**src/rtl/sqsum_acc_acq_if.sv**
```systemverilog
// Converter/consumer bundle for sqsum_acc_acq.
// master: block side (drives soc, dav_, q); slave: converters + consumer.
interface sqsum_acc_acq_if #(
    parameter int W    = 8,
    parameter int NACC = 4
);
    localparam int QW = 2 * W + 2 + $clog2(NACC);

    logic          soc;
    logic          eocx;
    logic [W-1:0]  x;
    logic          eocy;
    logic [W-1:0]  y;
    logic          mode;
    logic          dav_;
    logic          rfd;
    logic [QW-1:0] q;

    modport master (
        output soc, dav_, q,
        input  eocx, x, eocy, y, mode, rfd
    );

    modport slave (
        input  soc, dav_, q,
        output eocx, x, eocy, y, mode, rfd
    );
endinterface

```
**src/rtl/sqsum_acc_acq.sv**
```systemverilog
// Dual-converter acquisition: accumulates NACC of (x+y)^2 or |x-y|^2.
// Ports: clock, reset_ (async, active-high), bus (sqsum_acc_acq_if.master).
module sqsum_acc_acq #(
    parameter int W    = 8,
    parameter int NACC = 4
) (
    input  logic clock,
    input  logic reset_,
    sqsum_acc_acq_if.master bus
);
    localparam int QW = 2 * W + 2 + $clog2(NACC);
    localparam int CW = (NACC > 1) ? $clog2(NACC) : 1;

    typedef enum logic [2:0] {
        START,
        WAIT_LO,
        WAIT_HI,
        CALC,
        WAIT_ACK,
        WAIT_REL
    } state_t;

    state_t        state;
    state_t        state_nx;
    logic          soc_r;
    logic          dav_r;
    logic          soc_nx;
    logic          dav_nx;

    logic [W-1:0]  xr;
    logic [W-1:0]  yr;
    logic          mode_r;
    logic [CW-1:0] cnt;
    logic [QW-1:0] acc;
    logic [QW-1:0] q_r;

    logic [W:0]     sum_xy;
    logic [W-1:0]   diff;
    logic [W:0]     opnd;
    logic [2*W+1:0] sq;
    logic [QW-1:0]  acc_sum;
    logic           last;
    logic           both_lo;
    logic           both_hi;

    assign both_lo = !bus.eocx && !bus.eocy;
    assign both_hi = bus.eocx && bus.eocy;
    assign last    = (cnt == CW'(NACC - 1));

    // Single-cycle square; |x-y| fits in W bits, x+y needs W+1.
    always_comb begin
        sum_xy  = {1'b0, xr} + {1'b0, yr};
        diff    = (xr >= yr) ? (xr - yr) : (yr - xr);
        opnd    = mode_r ? {1'b0, diff} : sum_xy;
        sq      = {{(W+1){1'b0}}, opnd} * {{(W+1){1'b0}}, opnd};
        acc_sum = acc + QW'(sq);
    end

    // State register (outputs registered alongside).
    always_ff @(posedge clock or posedge reset_) begin
        if (reset_) begin
            state <= START;
            soc_r <= 1'b0;
            dav_r <= 1'b1;
        end else begin
            state <= state_nx;
            soc_r <= soc_nx;
            dav_r <= dav_nx;
        end
    end

    // Next-state logic.
    always_comb begin
        state_nx = state;
        unique case (state)
            START:    state_nx = WAIT_LO;
            WAIT_LO:  if (both_lo) state_nx = WAIT_HI;
            WAIT_HI:  if (both_hi) state_nx = CALC;
            CALC:     state_nx = last ? WAIT_ACK : WAIT_LO;
            WAIT_ACK: if (!bus.rfd) state_nx = WAIT_REL;
            WAIT_REL: if (bus.rfd) state_nx = WAIT_LO;
            default:  state_nx = START;
        endcase
    end

    // Output values for the state being entered, so the
    // registered outputs line up with the new state.
    always_comb begin
        soc_nx = (state_nx == WAIT_LO);
        dav_nx = (state_nx != WAIT_ACK);
    end

    // Datapath: sample capture, accumulation, delivery.
    always_ff @(posedge clock or posedge reset_) begin
        if (reset_) begin
            xr     <= '0;
            yr     <= '0;
            mode_r <= 1'b0;
            cnt    <= '0;
            acc    <= '0;
            q_r    <= '0;
        end else begin
            if (state == WAIT_HI && both_hi) begin
                xr <= bus.x;
                yr <= bus.y;
                // mode is fixed for a whole output word
                if (cnt == '0) mode_r <= bus.mode;
            end
            if (state == CALC) begin
                if (last) begin
                    q_r <= acc_sum;
                    acc <= '0;
                    cnt <= '0;
                end else begin
                    acc <= acc_sum;
                    cnt <= cnt + CW'(1);
                end
            end
        end
    end

    assign bus.soc  = soc_r;
    assign bus.dav_ = dav_r;
    assign bus.q    = q_r;
endmodule
```
**src/flat_wrapper.sv**
```systemverilog
// flat-port wrapper written by rule: the top's interface ports become plain ports
module sqsum_acc_acq_flat 
#(
    parameter int W    = 8,
    parameter int NACC = 4
)
  (clock, reset_, bus_soc, bus_dav_, bus_q, bus_eocx, bus_x, bus_eocy, bus_y, bus_mode, bus_rfd);
  sqsum_acc_acq_if #(.W(W), .NACC(NACC)) bus_i ();
  input  logic clock;
  input  logic reset_;
  output wire logic [$bits(bus_i.soc)-1:0] bus_soc;
  output wire logic [$bits(bus_i.dav_)-1:0] bus_dav_;
  output wire logic [$bits(bus_i.q)-1:0] bus_q;
  input wire logic [$bits(bus_i.eocx)-1:0] bus_eocx;
  input wire logic [$bits(bus_i.x)-1:0] bus_x;
  input wire logic [$bits(bus_i.eocy)-1:0] bus_eocy;
  input wire logic [$bits(bus_i.y)-1:0] bus_y;
  input wire logic [$bits(bus_i.mode)-1:0] bus_mode;
  input wire logic [$bits(bus_i.rfd)-1:0] bus_rfd;
  assign bus_soc = bus_i.soc;
  assign bus_dav_ = bus_i.dav_;
  assign bus_q = bus_i.q;
  assign bus_i.eocx = bus_eocx;
  assign bus_i.x = bus_x;
  assign bus_i.eocy = bus_eocy;
  assign bus_i.y = bus_y;
  assign bus_i.mode = bus_mode;
  assign bus_i.rfd = bus_rfd;
  sqsum_acc_acq #(.W(W), .NACC(NACC)) u_core (.clock(clock), .reset_(reset_), .bus(bus_i));
endmodule
```
**config.mk**
```make
export PLATFORM = sky130hd
export DESIGN_NAME = sqsum_acc_acq_flat
export DESIGN_NICKNAME = d
export VERILOG_FILES = /design/src/rtl/sqsum_acc_acq_if.sv /design/src/rtl/sqsum_acc_acq.sv /design/src/flat_wrapper.sv
export SDC_FILE = /design/constraint.sdc
export NUM_CORES = 1
export LEC_CHECK = 0
export BUFFER_PORTS_ARGS = -buffer_cell sky130_fd_sc_hd__buf_2
export CORE_ASPECT_RATIO = 1.4
export CORE_UTILIZATION = 58
export CTS_BUF_LIST = sky130_fd_sc_hd__clkbuf_8
export CTS_CLUSTER_SIZE = 25
export DETAILED_ROUTE_END_ITERATION = 8
export PLACE_DENSITY = 0.83
export SLEW_MARGIN = 20
export SYNTH_ARGS = -nofsm -noshare
export SYNTH_HDL_FRONTEND = slang
export SYNTH_SLANG_ARGS = --single-unit
```
**constraint.sdc**
```tcl
create_clock -name clock -period 7.3 [get_ports clock]
set_clock_uncertainty 0.15 [all_clocks]
set_input_delay 1.825 -clock clock [delete_from_list [all_inputs] [get_ports clock]]
set_output_delay 1.825 -clock clock [all_outputs]
set_load 0.05 [all_outputs]
```
Word level (Yosys, flattened, before mapping) --
Cells that the tools add are included.
Cells by class: shift operators 0, magnitude comparators 1, reduce and logical (&&, ||, !) cells 9, multiplexer cells 10, bitwise gates (word level) 0, add/sub/neg operators 5, equality and inequality tests 8, multiply operators 1, divide/modulo/power cells 0
Operator list (count):
- $add A20 B18 Y20 | 1
- $mux W20 | 1
- $mul A9 B9 Y18 | 1
- $pmux W3 S6 | 1
- $sub A8 B8 Y8 | 2
- $mux W3 | 5
- $add A8 B8 Y9 | 1
- $mux W9 | 1
- $ge A8 B8 Y1 | 1
- $mux W8 | 1
- $eq A3 B1 Y1 const B | 2
- $eq A3 B2 Y1 const B | 2
- $eq A3 B3 Y1 const B | 2
- $reduce_and A2 Y1 | 2
- $logic_and A1 B1 Y1 | 3
- $logic_not A3 Y1 | 1
- $ne A3 B3 Y1 const B | 1
- $add A2 B1 Y2 const B | 1
- $eq A2 B2 Y1 const B | 1
- $logic_not A1 Y1 | 2
- $logic_not A2 Y1 | 1
- $mux W2 | 1
Word-level totals: latch bits 0, memory bits (read-only) 0, memories kept 0, logic and storage cells 43, output and inout port bits 22, input bits 22, bits in writable memories 0, register bits after elaboration 64

Logic depth before layout (Yosys ltp) --
depth after elaboration 6, mapped depth 34, gate-level depth less buffers 33

Worst setup path before layout --
Ideal clock, no wire load.
kind reg2reg, start point register u_core.xr[0], end point register u_core.acc[18], buffers on the path 2, clock period less this slack 7271 ps, stages on the path, launching flop included 32, arrival 7026 ps, setup slack 29 ps, cell sequence dfrtp_1 inv_1 ha_1 inv_1 fa_1 a21o_1 a2111oi_4 o21ai_2 buf_6 o311a_4 o32a_4 and2_1 buf_6 nor2_2 fa_1 fa_1 inv_1 fa_1 inv_1 fa_1 inv_1 fa_1 inv_1 ha_1 a21oi_1 o21ai_0 nand3_1 nand3b_1 a41oi_1 o31ai_1 xnor2_1 o31ai_1
Between the ends: word-level cells in the longest chain between the ends 6, elaborated cells between the ends (all ways) 9, those cells by class add/sub (4); mul (1); order compare (1); mux (3)
RTL lines:
- start, declared | RTL line sqsum_acc_acq.sv:30 | logic [W-1:0] xr;
- start signal, assigned | RTL line sqsum_acc_acq.sv:104 | xr <= bus.x;
- $sub A8 B8 Y8 or $ge A8 B8 Y1 (tied branches) | RTL line sqsum_acc_acq.sv:53 | diff = (xr >= yr) ? (xr - yr) : (yr - xr);
- $mux W8 | RTL line sqsum_acc_acq.sv:53
- $mux W9 * | RTL line sqsum_acc_acq.sv:54 | opnd = mode_r ? {1'b0, diff} : sum_xy;
- $mul A9 B9 Y18 * | RTL line sqsum_acc_acq.sv:55 | sq = {{(W+1){1'b0}}, opnd} * {{(W+1){1'b0}}, opnd};
- $add A20 B18 Y20 * | RTL line sqsum_acc_acq.sv:56 | acc_sum = acc + QW'(sq);
- $mux W20 * | RTL line sqsum_acc_acq.sv:110 | if (last) begin
- end signal, assigned | RTL line sqsum_acc_acq.sv:115 | acc <= acc_sum;
- end, declared | RTL line sqsum_acc_acq.sv:34 | logic [QW-1:0] acc;
Mark *: on every way between the ends. The rest lies on a longest branch, timed or not. A chain may end at the register's enable or synchronous reset.

Final worst setup path --
start point register u_core.xr[0], end point register u_core.acc[16]
Same word-level chain as after synthesis.

==> reports/qor.csv <==
stage;metric;value;unit
detailed_routing;drt_first_pass_iters;5;
critical_path;cp_slowest_stage_delay;550;ps
timing;setup_viol;2;
critical_path;r2r_start;u_core.xr[0]$_DFFE_PP0P_;
critical_path;slowest_stage;fa_1;
floorplanning;fp-row-count;44;
synth;netlist_area;0.006361;mm^2
clock_tree;cts_buffers;9;
clock_tree;cts_tree;built;
critical_path;ff2ff_path_depth;32;
layout;fill_cells;679;
timing;grt_setup_unrepaired;true;
layout;areaGrowthSynthToFinish;20.73;%
clock_tree;clk-insertion-delay-late;360;ps
place;dpl.hpwl;12070;um
clock_tree;cts_sinks;64;
synth;synthDominantCellAreaShare;24.78;%
run_status;violations;negative setup slack;
min_path;min_path_cells;2;
global_route;grt_pass1_vias;5809;
timing;clock.fmax;136.8;MHz
floorplanning;core-area;0.01052;mm^2
clock_tree;root_buffer;clkbuf_8;
clock_tree;clk_pin_slew_worst_paths;80;ps
critical_path;worstPathMaxFanout;7;
detailed_routing;num_vias;5517;
detailed_routing;drt_iter0_drc;328;
critical_path;cpMostUsedCell;fa_1;
synth;synthArstFlopShare;100.0;%
critical_path;crit_type;flop to flop;
place;gp_congestion;0.9646;
critical_path;required;7420;ps
synth;yosys_warnings;0;
detailed_routing;drcViolationCount;0;
floorplanning;dieArea;0.01140;mm^2
floorplanning;start_util;60.50;%
timing;timing.final.ws_setup;-10.51;ps
global_route;antenna_found_initial;0;
synth;postSynthAreaPerCell;9.061;um^2
critical_path;crit_family;adder cells;
floorplanning;die_h;125.9;um
layout;finalNetCount;935;
synth;ys_seq_elements;64;
flow_run;cap_violations;0;
synth;synth_top_cells_by_area;dfrtp_1 25%, fa_1 15%, ha_1 13%;
run_status;status;finished with violations;
layout;area.sequential;0.001603;mm^2
synth;synth-edff-count;0;
critical_path;cp-endpoint;u_core.acc[16]$_DFFE_PP0P_;
layout;antenna_cells;0;
critical_path;reg2reg_to;u_core.acc[16]$_DFFE_PP0P_;
global_route;overflow;0;
timing;final-hold-violation-count;0;
detailed_routing;ant_nets;0;
synth;syn_inst;702;
layout;drive_gt1_share;28.59;%
detailed_routing;post_drt_wl_per_cell;18.30;um
floorplanning;die_width;90.51;um
timing;fin_crit_sh;100.1;%
clock_tree;htreeDepth;3;
floorplanning;ios;44;
critical_path;end_kind;flop;
critical_path;path_depth;32;
min_path;min_path_type;flop to flop;
timing;finalMaxSlewViolations;0;
synth;synth.most_common_cell;inv_1;
detailed_routing;wl;17180;um
timing;tightest_slew;958.9;ps
global_route;grt_use_total;29.43;%
synth;synthDistinctLibCells;68;
timing;post-route-min-period;7311;ps
clock_tree;cts.path.max_buffers;2;
timing;maxSlewHeadroom;35.84;%
synth;synth-seq-area-share;25.20;%
critical_path;worst-path-buf-inv;9;
timing;fin_hold_ws;342.6;ps
layout;fin_util;73.04;%
timing;tns;-11.73;ps
global_route;grt_start_max_net_pins;65;
critical_path;startpoint_type;flop;
synth;synth_area_leader_cell;dfrtp_1;
global_route;grt_pass1_wl;26640;um
synth;syn_nets;841;
synth;ys_top_cells_by_count;123 x inv_1, 76 x nand2_1, 68 x ha_1, 63 x dfrtp_1, 49 x fa_1;
detailed_routing;vias_per_cell;5.875;
critical_path;worstPathArrival;7430;ps
critical_path;startpoint;u_core.xr[0]$_DFFE_PP0P_;
clock_tree;cts_hold_buf;0;
place;portBuffers;43;
synth;ys.flop_type;dfrtp_1;
critical_path;r2r_slack;-10;ps
layout;multiInputGateArea;0.004522;mm^2
[area by class of cell]
cell class	count	area share, %
Multi-Input combinational cell	491	58.88
Timing Repair Buffer	105	9.156
Inverter	125	6.109
Sequential cell	64	20.87
Tap cell	138	2.248
Clock inverter	6	0.9449
Clock buffer	10	1.792
[layout by cell type (no fill, tap or decap), drive strengths merged, types with 3 or more instances in the layout]
master / n
and2: 8
clkbuf: 10
a21o: 12
fa: 49
a21oi: 40
and4: 3
a22o: 5
nand2b: 12
xor2: 5
xnor2: 20
a31oi: 4
nor2b: 9
o21ai: 50
o21bai: 4
o21a: 5
nor3: 7
inv: 129
nand3b: 5
mux2: 17
o31ai: 8
nor2: 40
ha: 68
dfrtp: 63
nand2: 77
buf: 105
nand3: 5
[sequential cells by signal (all words and copies together) (netlist names)]
register and cells:
u_core.bus.soc 1, u_core.acc 20, u_core.mode_r 1, u_core.state 3, u_core.bus.dav_ 1, u_core.cnt 2, u_core.bus.q 20, u_core.yr 8
u_core.xr 8
[timing repair]
item | CTS | global route
setup endpoints to repair | 19 | 21
setup buffers | 7 | 13
resized for setup | 19 | 74
pin swaps | 14 | 56
[routing by layer]
| layer | part of all wire (%) | up-vias | GRT usage [%] | routed length [um] |
|---|---|---|---|---|
| li1 | - | 2488 | - | - |
| met1 | 35 | 2715 | 31.03 | 6018 |
| met2 | 54 | 232 | 54.46 | 9218 |
| met3 | 4.2 | 82 | 4.529 | 721 |
| met4 | 7.1 | 0 | 17.84 | 1225 |
| met5 | 0 | - | 0 | 0 |
[how the worst min path moves through the flow]
stage / start / endpoint
floorplan: u_core.acc[11]$_DFFE_PP0P_ / u_core.acc[11]$_DFFE_PP0P_
global placement: u_core.bus.q[12]$_DFFE_PP0P_ / u_core.bus.q[12]$_DFFE_PP0P_
detailed placement: u_core.acc[18]$_DFFE_PP0P_ / u_core.acc[18]$_DFFE_PP0P_
CTS: u_core.acc[18]$_DFFE_PP0P_ / u_core.acc[18]$_DFFE_PP0P_
global route: u_core.bus.q[0]$_DFFE_PP0P_ / u_core.bus.q[0]$_DFFE_PP0P_
finish: u_core.acc[18]$_DFFE_PP0P_ / u_core.acc[18]$_DFFE_PP0P_
[cell families after synthesis]
family | count (synthesis) | share of synthesized area, %
buffers and inverters | 147 | 9.166
muxes | 19 | 3.324
adders and majority gates | 117 | 28.80
AOI/OAI and AO/OA | 153 | 16.29
and+or+nand+nor | 177 | 13.43
DFF | 64 | 25.20
xor gates and xnor gates | 25 | 3.796
[worst reg2reg max path: cells and delay by family, from the launching register on]
family / cells / cell delay, ps
adders and majority gates: 8 / 3220
DFF: 1 / 400
xor gates and xnor gates: 2 / 450
and+or+nand+nor: 4 / 410
buffers and inverters: 9 / 850
AOI/OAI and AO/OA: 9 / 1780
[per-stage QoR]
stage | worst slack [ps] | instance area (um^2) | std cells
final | -10.51 | 7680 | 939
after global routing | -258.2 | 7680 | 939
after CTS | -2.093 | 7292 | 925
after detailed placement | -193.2 | 6948 | 902
after global placement | 16.98 | 6948 | 902
after floorplan | 28.97 | 6361 | 702
Power is left out: the tool's default activity adds up to more than one toggle a clock period on the data nets, which glitch-free logic cannot reach.
